<file path="src/rtl/cbc_stream.sv">
// cbc_stream: streaming XOR cipher with optional CBC chaining.
// One SYNC_SIZE-bit word is handled per cycle. The key is repeated across
// the word, a loadable IV seeds the chain, and the result sits in a single
// output register behind a valid/ready handshake.
module cbc_stream #(
    parameter int BLOCK_SIZE = 8,
    parameter int SYNC_SIZE  = 32,
    parameter int CNT_W      = 16
) (
    input  logic                  clk,
    input  logic                  rst,
    input  logic [BLOCK_SIZE-1:0] key,
    input  logic [SYNC_SIZE-1:0]  iv,
    input  logic                  iv_load,
    input  logic                  mode_cbc,
    input  logic                  decrypt,
    input  logic                  enable,
    input  logic                  in_valid,
    output logic                  in_ready,
    input  logic [SYNC_SIZE-1:0]  data_in,
    output logic                  out_valid,
    input  logic                  out_ready,
    output logic [SYNC_SIZE-1:0]  data_out,
    output logic [CNT_W-1:0]      blk_count,
    output logic                  busy
);

    typedef enum logic {
        S_IDLE = 1'b0,
        S_RUN  = 1'b1
    } state_t;

    state_t state, state_next;

    logic [BLOCK_SIZE-1:0] key_reg;
    logic [SYNC_SIZE-1:0]  chain_reg;
    logic                  mode_reg;
    logic                  dir_reg;
    logic [SYNC_SIZE-1:0]  key_rep;
    logic [SYNC_SIZE-1:0]  chain_mix;
    logic [SYNC_SIZE-1:0]  x_word;
    logic                  in_xfer;
    logic                  out_xfer;

    // Repeat the latched key across the whole word; SYNC_SIZE need not be a multiple of BLOCK_SIZE.
    always_comb begin
        key_rep = '0;
        for (int i = 0; i < SYNC_SIZE; i++) begin
            key_rep[i] = key_reg[i % BLOCK_SIZE];
        end
    end

    // Cipher word: data ^ key, plus the chain value only in CBC mode.
    always_comb begin
        chain_mix = mode_reg ? chain_reg : '0;
        x_word    = data_in ^ key_rep ^ chain_mix;
    end

    // State register; only reset brings the block back to IDLE.
    always_ff @(posedge clk or posedge rst) begin
        if (rst) begin
            state <= S_IDLE;
        end else begin
            state <= state_next;
        end
    end

    // Next state and handshake outputs; ready depends combinationally on out_ready for full throughput.
    always_comb begin
        state_next = state;
        in_ready   = 1'b0;
        busy       = 1'b0;
        case (state)
            S_IDLE: begin
                if (iv_load) begin
                    state_next = S_RUN;
                end
            end
            S_RUN: begin
                busy     = 1'b1;
                in_ready = enable & ~iv_load & (~out_valid | out_ready);
            end
            default: begin
                state_next = S_IDLE;
            end
        endcase
    end

    assign in_xfer  = in_valid & in_ready;
    assign out_xfer = out_valid & out_ready;

    // Datapath: iv_load re-primes everything and drops a pending word; otherwise accept/drain words.
    always_ff @(posedge clk or posedge rst) begin
        if (rst) begin
            key_reg   <= '0;
            chain_reg <= '0;
            mode_reg  <= 1'b0;
            dir_reg   <= 1'b0;
            data_out  <= '0;
            out_valid <= 1'b0;
            blk_count <= '0;
        end else if (iv_load) begin
            key_reg   <= key;
            chain_reg <= iv;
            mode_reg  <= mode_cbc;
            dir_reg   <= decrypt;
            out_valid <= 1'b0;
            blk_count <= '0;
        end else if (in_xfer) begin
            data_out  <= x_word;
            out_valid <= 1'b1;
            blk_count <= blk_count + CNT_W'(1);
            if (mode_reg) begin
                chain_reg <= dir_reg ? data_in : x_word;
            end
        end else if (out_xfer) begin
            out_valid <= 1'b0;
        end
    end

endmodule

</file>
<file path="config.mk">
export PLATFORM = sky130hd
export DESIGN_NAME = cbc_stream
export DESIGN_NICKNAME = d
export VERILOG_FILES = /design/src/rtl/cbc_stream.sv
export SDC_FILE = /design/constraint.sdc
export NUM_CORES = 1
export LEC_CHECK = 0
export CORE_MARGIN = 2
export CORE_UTILIZATION = 45
export CTS_BUF_LIST = sky130_fd_sc_hd__clkbuf_2 sky130_fd_sc_hd__clkbuf_4 sky130_fd_sc_hd__clkbuf_8
export DETAILED_ROUTE_END_ITERATION = 10
export GPL_TIMING_DRIVEN = 0
export HOLD_SLACK_MARGIN = 0.1
export PLACE_DENSITY = 0.74
export SLEW_MARGIN = 5
export SYNTH_ARGS = -nofsm -noshare
export SYNTH_HDL_FRONTEND = slang
export SYNTH_SLANG_ARGS = --single-unit
</file>
<file path="constraint.sdc">
create_clock -name clk -period 4.58 [get_ports clk]
set_input_delay 1.374 -clock clk [delete_from_list [all_inputs] [get_ports clk]]
set_output_delay 1.374 -clock clk [all_outputs]
set_load 0.03 [all_outputs]
</file>
[Word-level counts from Yosys, hierarchy flattened]
Cells that the tools add are included.
Storage, ports and cells
  word-level logic and storage cells: 37
  input bits: 80
  output and inout port bits: 51
  register bits after elaboration: 92
Cells by class
  bitwise logic cells: 9
  reduce and logical (&&, ||, !) cells: 5
  multiplexer cells: 14
  add/sub/neg operators: 1
Operator list (count)
  $mux W32: 5
  $xor A32 B32 Y32: 2
  $mux W16: 2
  $add A16 B1 Y16 const B: 1
  $mux W1: 7
  $and A1 B1 Y1: 4
  $reduce_and A2 Y1: 2
  $reduce_bool A2 Y1: 2
  $reduce_bool A3 Y1: 1
  $not A1 Y1: 2
  $or A1 B1 Y1: 1

[Longest topological paths before layout]
Gate-level depths: netlist of run 1.
  word-level depth: 7
  gate-level depth with buffers: 6
  mapped depth without buffers: 4

[Worst setup path after synthesis of run 1]
OpenSTA, ideal clock, no wires.
  kind: in2out
  from: input iv_load
  to: output in_ready
  setup slack: 857 ps
  buffers on the path: 3
  required time: 3206 ps
  stages on the path: 5
  arrival time: 2349 ps
  path through: clkbuf_2 -> inv_1 -> buf_2 -> clkbuf_1 -> and3_1
Between the ends
  longest elaborated chain between the ends: 4
Ends and longest elaborated chain
  start, declared: line 14  | input logic iv_load,
  $not A1 Y1 (no source line)
  $and A1 B1 Y1 (2 in series): line 81  | in_ready = enable & ~iv_load & (~out_valid | out_ready);
  $mux W1: line 73  | case (state)
  end, declared: line 19  | output logic in_ready,
Every way passes these cells.

[Worst setup path in the final report of run 1]
  from: input out_ready
  to: output in_ready
Between the ends
  longest elaborated chain between the ends: 3
Ends and longest elaborated chain
  start, declared: line 22  | input logic out_ready,
  $or A1 B1 Y1: line 81
  $and A1 B1 Y1: line 81
  $mux W1: line 73
Every way passes these cells.

==> results of run 1 <==
## power groups by stage
| stage | Combinational (W) | Clock, W | Sequential [W] |
|---|---|---|---|
| 2_1_floorplan | 0.000374 | 0 | 0.00116 |
| 3_3_place_gp | 0.000861 | 0 | 0.00101 |
| 3_5_place_dp | 0.000877 | 0 | 0.00102 |
| 4_1_cts | 0.000882 | 0.000617 | 0.00100 |
| 5_1_grt | 0.000942 | 0.000652 | 0.00101 |
| 6_report | 0.000880 | 0.000612 | 0.000998 |
## cell type report
cell class	instances	area, sq um
sequential	92	2300
multi-input combinational	414	2720
buffer	39	156
fill	978	4450
tap	143	179
inverter	5	21.3
timing repair buffer	130	1320
clock inverter	3	42.5
clock buffer	13	179
## cell families (layout without fill, tap and decap cells)
family	after synthesis	after routing
adders and majority gates	1	1
buffers and inverters	45	190
and+or+nand+nor	182	182
AOI/OAI and AO/OA	89	89
DFF	92	92
xor gates and xnor gates	99	99
muxes	43	43
## layer usage
metal | part of all wire | routed length, um
met1 | 0.44 | 6670
met2 | 0.47 | 7170
met3 | 0.066 | 998
met4 | 0.024 | 367
met5 | 0 | 0
## cells in the final DEF (no fill, tap or decap), types with 2 or more instances in the layout
cell type        Yosys  final
o311ai_0             2      2
o21ai_0             35     35
mux2i_1             33     33
a21oi_1             11     11
inv_1                5      4
xor2_1              33     33
nand3_1             36     36
nand4_1              7      7
or3_1                3      3
dfrtp_1             92     92
clkbuf_1            37     36
nor2_1              12     12
clkdlybuf4s50_1      0    129
nand2b_1             2      2
nor2b_1              8      8
mux2_2              10     10
clkbuf_8             0     13
o211ai_1            32     32
and4_1               2      2
or4_1                7      7
nand2_1            100    100
o41ai_1              2      2
xnor2_1             66     66
o31ai_1              7      7
## worst max-delay path by stage
| stage | from | cells after the start | endpoint |
|---|---|---|---|
| floorplan | rst | 1 | blk_count[0] |
| global placement | rst | 2 | data_out[6] |
| detailed placement | iv_load | 6 | in_ready |
| CTS | out_ready | 5 | in_ready |
| global route | enable | 5 | in_ready |
| finish | out_ready | 5 | in_ready |
## tightest hold or removal path: stages (launching register included)
cell	delay, ps
dfrtp_1	350
nand2_1	50
o21ai_0	60
## per-stage QoR
| step | TNS [ps] | total power [W] | area (sq um) |
|---|---|---|---|
| floorplan | 0 | 0.00154 | 5200 |
| global placement | -60050 | 0.00187 | 6670 |
| detailed placement | -63.9 | 0.00189 | 6700 |
| CTS | 0 | 0.00250 | 6920 |
| global route | 0 | 0.00261 | 6920 |
| finish | 0 | 0.00249 | 6920 |
==> reports/summary.txt, run 1 <==
Hold_sp: data_out[20]
Crit path capture type: output port
FFs w/ async S/R, synth: 1.00
Proportion of layout cells with a drive suffix above 1: 0.0474
Cell class contributing the biggest share of worst-path delay: buffers and inverters
Via count: 4533
Time the final worst path needs with I/O delays and setup: 4460 ps
Congestion Overflow GR: 0
Fraction of the mapped netlist area in simple logic gates: 0.161
Xor/xnor cell area share of the yosys netlist: 0.167
Crit path max fanout: 7
Worst setup skew after layout: 12.4 ps
Top area cells in the synthesized netlist: dfrtp_1 (44%), xnor2_1 (11%), nand2_1 (7.2%), mux2i_1 (6.4%), xor2_1 (5.6%)
Predominant post-synthesis flop cell: dfrtp_1
Total routing resource utilization after global routing: 0.247
Final Non-Filler Cells: 839
Final setup margin: 118 ps
Cells traversed along the worst timing path: clkdlybuf4s50_1 > nand2b_1 > clkbuf_1 > and3_1 > clkdlybuf4s50_1
Combinational Power Share: 0.353
Quantity of hold-fixing buffers added after cts: 0
Launching element type of the critical path: primary input
Half-perimeter wire length after detailed placement: 11200 um
Fraction of post-synthesis cell area in the top cell type by area: 0.443
Std cell rows: 39
Setup repair after global routing missed its margin: no
Setup-failing EPs final: 0
Skew-Pair Late Insertion Delay: 380 ps
Clock Sink Count: 92
Fin. Hold Viols: 0
Post-route antenna net violation count: 0
Netlist Area Pre-Place: 5200 sq um
Type of the most critical hold path: reg2reg
Grt met3 use: 0.0604
Part of the total power dissipated in sequential elements: 0.401
Number of antenna repair diodes: 0
Number of gates resized after cts: 0
Maximum count of clock buffers along a single path: 2
Cell type with the highest occurrence count on the critical path: clkdlybuf4s50_1
Library cell occupying the most area in the post-synthesis netlist: dfrtp_1
Root buffer cell: clkbuf_8
Number of antenna violations at the first check in global routing: 0
Layout overhead on the synthesized area: 33.0%
Max-slew violation count: 0
Critical Path Max Stage Delay: 670 ps
Hold Path Depth: 2
Post CTS Setup Buffer Count: 0
Number of instances in the placed design: 824
Register bit count reported by yosys: 92
Clock power share: 0.246
Top achievable clock speed: 224 MHz
Mux cell area share after synthesis: 0.0852
Switch Pwr: 0.000858 W
Worst EP arrival: 3090 ps
Sequential element share of the synthesized area: 0.443
Total of buffers placed on input and output ports: 129
Reg2Reg Setup Slack: 2390 ps
Maximum vdd ir drop: 0.185 mV
Average wire per standard cell: 18.1 um
Worst path buffer plus inverter count: 3
Gate count of the mapped netlist: 551
DRT Pass-1 Iters: 4
Syn Nets: 632
Cell-internal power: 0.00163 W
Master of the slowest instance on the critical path: clkdlybuf4s50_1
Synthesized area divided by synthesized cell count: 9.44 sq um
Weighted congestion at the end of routability-driven global placement: 0.849
Total of warnings raised by yosys: 0
Worst-case reg-to-reg path depth: 5
Max-Slew Margin vs Limit: 0.488
Outcome: finished, final reports clean
Initial Utilization: 0.457
Combinational family with the most area after synthesis: XOR/XNOR gates
Drt initial violations: 291
Reg-to-reg endpoint: chain_reg[16]
Adder-cell area share of the yosys netlist: 0.00241
Pleak: 2.88 nW
Area enclosed by the die boundary: 12400 sq um
Vertical die dimension: 111 um
Commonest cells in the netlist: nand2_1 (100), dfrtp_1 (92), xnor2_1 (66)
Post-route worst hold slack: 487 ps
CTS H-Tree Depth: 3
Crit Reg-Reg Startpoint: mode_reg
Met2 track demand over resource: 0.392
Power per standard cell area: 360 nW/um^2
Via-per-instance ratio: 5.40
Remaining design rule violation count: 0
Minimum setup slack after placement: -63.9 ps
Final-stage net count: 772
Capture endpoint of the worst hold path: data_out[20]
Total length of routed wires: 15200 um
Post-synth cell types: 31
I/O pin total: 131
Post-synthesis compound-gate area fraction: 0.107
WP data required: 3210 ps
Die span in x: 111 um
TritonCTS clock tree: done
Library cell with the highest instance count after synthesis: nand2_1
Final design utilization: 0.608
Crit Path Category: in2out
TritonCTS Buffers: 9
Final worst path period share: 0.974
Wire length of the first global-routing pass: 24100 um
Area of the placeable core: 11400 sq um
Max-capacitance violation count: 0
Post-synth EDFFs: 0
Clock Pin Slew Worst Setup and Hold Paths: 90 ps
Global route hottest layer: met2
Grt met1 use: 0.332
Fraction of power spent switching nets: 0.344
Worst Tran Pin Value: 768 ps
Maximum number of pins on one net before global-route repair: 52
Number of global-route vias before repair: 4652
(Power assumes the default switching activity.)
==> inputs of run 2 (changes only) <==
--- a/config.mk
+++ b/config.mk
@@ -5,13 +5,15 @@
 export SDC_FILE = /design/constraint.sdc
 export NUM_CORES = 1
 export LEC_CHECK = 0
+export ABC_AREA = 1
 export CORE_MARGIN = 2
 export CORE_UTILIZATION = 45
 export CTS_BUF_LIST = sky130_fd_sc_hd__clkbuf_2 sky130_fd_sc_hd__clkbuf_4 sky130_fd_sc_hd__clkbuf_8
 export DETAILED_ROUTE_END_ITERATION = 10
 export GPL_TIMING_DRIVEN = 0
 export HOLD_SLACK_MARGIN = 0.1
-export PLACE_DENSITY = 0.74
+export PLACE_DENSITY = 0.73
+export REMOVE_ABC_BUFFERS = 1
 export SLEW_MARGIN = 5
 export SYNTH_ARGS = -nofsm -noshare
 export SYNTH_HDL_FRONTEND = slang
==> reports/summary.txt, run 2 <==
Proportion of layout cells with a drive suffix above 1: 0.0560
Skew-Pair Late Insertion Delay: 390 ps
Combinational Power Share: 0.333
Post CTS Setup Buffer Count: 0
Critical Path Max Stage Delay: 580 ps
Fraction of post-synthesis cell area in the top cell type by area: 0.399
Total routing resource utilization after global routing: 0.234
Std cell rows: 41
Total length of routed wires: 15400 um
Vertical die dimension: 117 um
Clock Sink Count: 92
Type of the most critical hold path: reg2reg
Via-per-instance ratio: 4.95
Cells traversed along the worst timing path: buf_2 > clkinv_16 > nand3_2 > inv_1 > clkdlybuf4s50_1
Die span in x: 117 um
Via count: 5801
Fin. Hold Viols: 0
Hold Path Depth: 2
Crit Reg-Reg Startpoint: dir_reg
Congestion Overflow GR: 0
Crit Path Category: in2out
Area enclosed by the die boundary: 13700 sq um
Post-route worst hold slack: 484 ps
Commonest cells in the netlist: nand2_1 (389), nand3_1 (128), inv_1 (100)
Final worst path period share: 0.982
TritonCTS Buffers: 9
Master of the slowest instance on the critical path: clkdlybuf4s50_1
CTS H-Tree Depth: 3
Worst-case reg-to-reg path depth: 5
Netlist Area Pre-Place: 5760 sq um
Time the final worst path needs with I/O delays and setup: 4500 ps
Worst Tran Pin Value: 776 ps
Number of antenna violations at the first check in global routing: 0
Top achievable clock speed: 222 MHz
Maximum number of pins on one net before global-route repair: 82
Cell class contributing the biggest share of worst-path delay: buffers and inverters
Area of the placeable core: 12600 sq um
Hold_sp: data_out[5]
Crit path capture type: output port
Gate count of the mapped netlist: 887
Power per standard cell area: 333 nW/um^2
Worst setup skew after layout: 19.1 ps
Remaining design rule violation count: 0
Clock power share: 0.245
Number of antenna repair diodes: 0
Weighted congestion at the end of routability-driven global placement: 0.846
Total of warnings raised by yosys: 0
Max-Slew Margin vs Limit: 0.482
Sequential element share of the synthesized area: 0.399
DRT Pass-1 Iters: 6
Post-route antenna net violation count: 0
Max-capacitance violation count: 0
Part of the total power dissipated in sequential elements: 0.422
Layout overhead on the synthesized area: 28.1%
Cell-internal power: 0.00158 W
Post-synth cell types: 27
Number of global-route vias before repair: 5248
Fraction of power spent switching nets: 0.356
Max-slew violation count: 0
Launching instance or port of the critical path: iv_load
Maximum count of clock buffers along a single path: 2
Half-perimeter wire length after detailed placement: 9770 um
Crit path max fanout: 81
WP data required: 3210 ps
Register bit count reported by yosys: 92
Setup-failing EPs final: 0
Post-synth EDFFs: 0
Outcome: finished, final reports clean
Clock Pin Slew Worst Setup and Hold Paths: 80 ps
Library cell occupying the most area in the post-synthesis netlist: dfrtp_1
Wire length of the first global-routing pass: 25000 um
Average wire per standard cell: 13.1 um
Final-stage net count: 1077
Top area cells in the synthesized netlist: dfrtp_1 (40%), nand2_1 (25%), nand3_1 (11%), inv_1 (6.5%), nor2_1 (2.9%)
Initial Utilization: 0.459
Predominant post-synthesis flop cell: dfrtp_1
Overall Power: 0.00246 W
Synthesized area divided by synthesized cell count: 6.50 sq um
Drt initial violations: 345
Maximum vdd ir drop: 0.169 mV
Reg2Reg Setup Slack: 2300 ps
TritonCTS clock tree: done
I/O pin total: 131
Leading cell type in the layout, fill and taps excluded: nand2_1
Library cell with the highest instance count after synthesis: nand2_1
Root buffer cell: clkbuf_8
Worst EP arrival: 3120 ps
Most frequent cells in the layout: nand2_1 (389), clkdlybuf4s50_1 (129), nand3_1 (128)
Reg-to-reg endpoint: chain_reg[21]
Total of buffers placed on input and output ports: 130
Switch Pwr: 0.000875 W
FFs w/ async S/R, synth: 1.00
Pleak: 3.93 nW
Capture endpoint of the worst hold path: data_out[5]
Launching element type of the critical path: primary input
Worst path buffer plus inverter count: 4
[run 2: changes by cell type in the layout (fill, tap and decap cells not counted), sizes merged, moves of 41 or more]
| cell | before | now |
|---|---|---|
| inv | 5 | 104 |
| nand3 | 36 | 129 |
| clkbuf | 50 | 9 |
| xnor2 | 66 | 0 |
| nor2 | 12 | 56 |
| nand2 | 100 | 392 |
[run 2: cell families after synthesis]
family	after synthesis	share of synthesized area
and+or+nand+nor	610	0.448
buffers and inverters	140	0.0999
AOI/OAI and AO/OA	44	0.0506
DFF	92	0.399
adders and majority gates	1	0.00217
[run 2: power groups by stage]
stage	combinational (W)	clock (W)	sequential (W)
2_1_floorplan	0.000359	0	0.00118
3_3_place_gp	0.000805	0	0.00105
3_5_place_dp	0.000820	0	0.00105
4_1_cts	0.000824	0.000613	0.00104
5_1_grt	0.000914	0.000644	0.00105
6_report	0.000819	0.000601	0.00104
[run 2: metal layers]
layer / vias to the layer above / global-route usage / routed length [um]
met4: 0 / 0.0925 / 300
met3: 22 / 0.0427 / 1000
met1: 2611 / 0.311 / 7250
met2: 172 / 0.379 / 6810
li1: 2996 / - / -
met5: - / 0 / 0
[run 2: worst register-to-register path, cell delays in order, from the launching register on]
cell and delay, ps:
dfrtp_1 760, clkinv_2 810, nand3_1 360, nand3_1 110
nand3_1 90, nand2_1 60
[run 2: metrics by stage]
step           utilization  setup WS [ps]  TNS (ps)  instance area [sq um]  cells
2_1_floorplan            -            778         0                   5590    853
3_3_place_gp         0.565          -1470   -154540                   7100   1155
3_5_place_dp         0.568          -1010    -40940                   7140   1156
4_1_cts              0.585           18.4         0                   7350   1171
5_1_grt              0.587          -19.9     -19.9                   7380   1172
6_report             0.587           81.1         0                   7380   1172
[run 2: what timing repair did]
action | 4_1_cts | 5_1_grt
gates resized for setup | 8 | 3
hold buffers | 0 | 0
pin swaps | 0 | 0
setup endpoints to repair | 34 | 1
[run 2: cell type report]
type / count / area [sq um]
fillers: 1201 / 5190
multi-input cells: 655 / 2890
flip-flops and latches: 92 / 2300
repair buffers: 132 / 1340
inverters: 106 / 428
well taps: 172 / 215
clock buffers: 9 / 124
clock inverters: 6 / 80.1
[run 2: worst max path at each step]
stage                   end  slack (ps)  depth (start not counted)
4_1_cts            in_ready          20                          5
3_3_place_gp       in_ready       -1470                          5
6_report           in_ready          80                          5
3_5_place_dp   data_out[31]       -1010                          7
5_1_grt            in_ready         -20                          5
2_1_floorplan      in_ready         780                          3
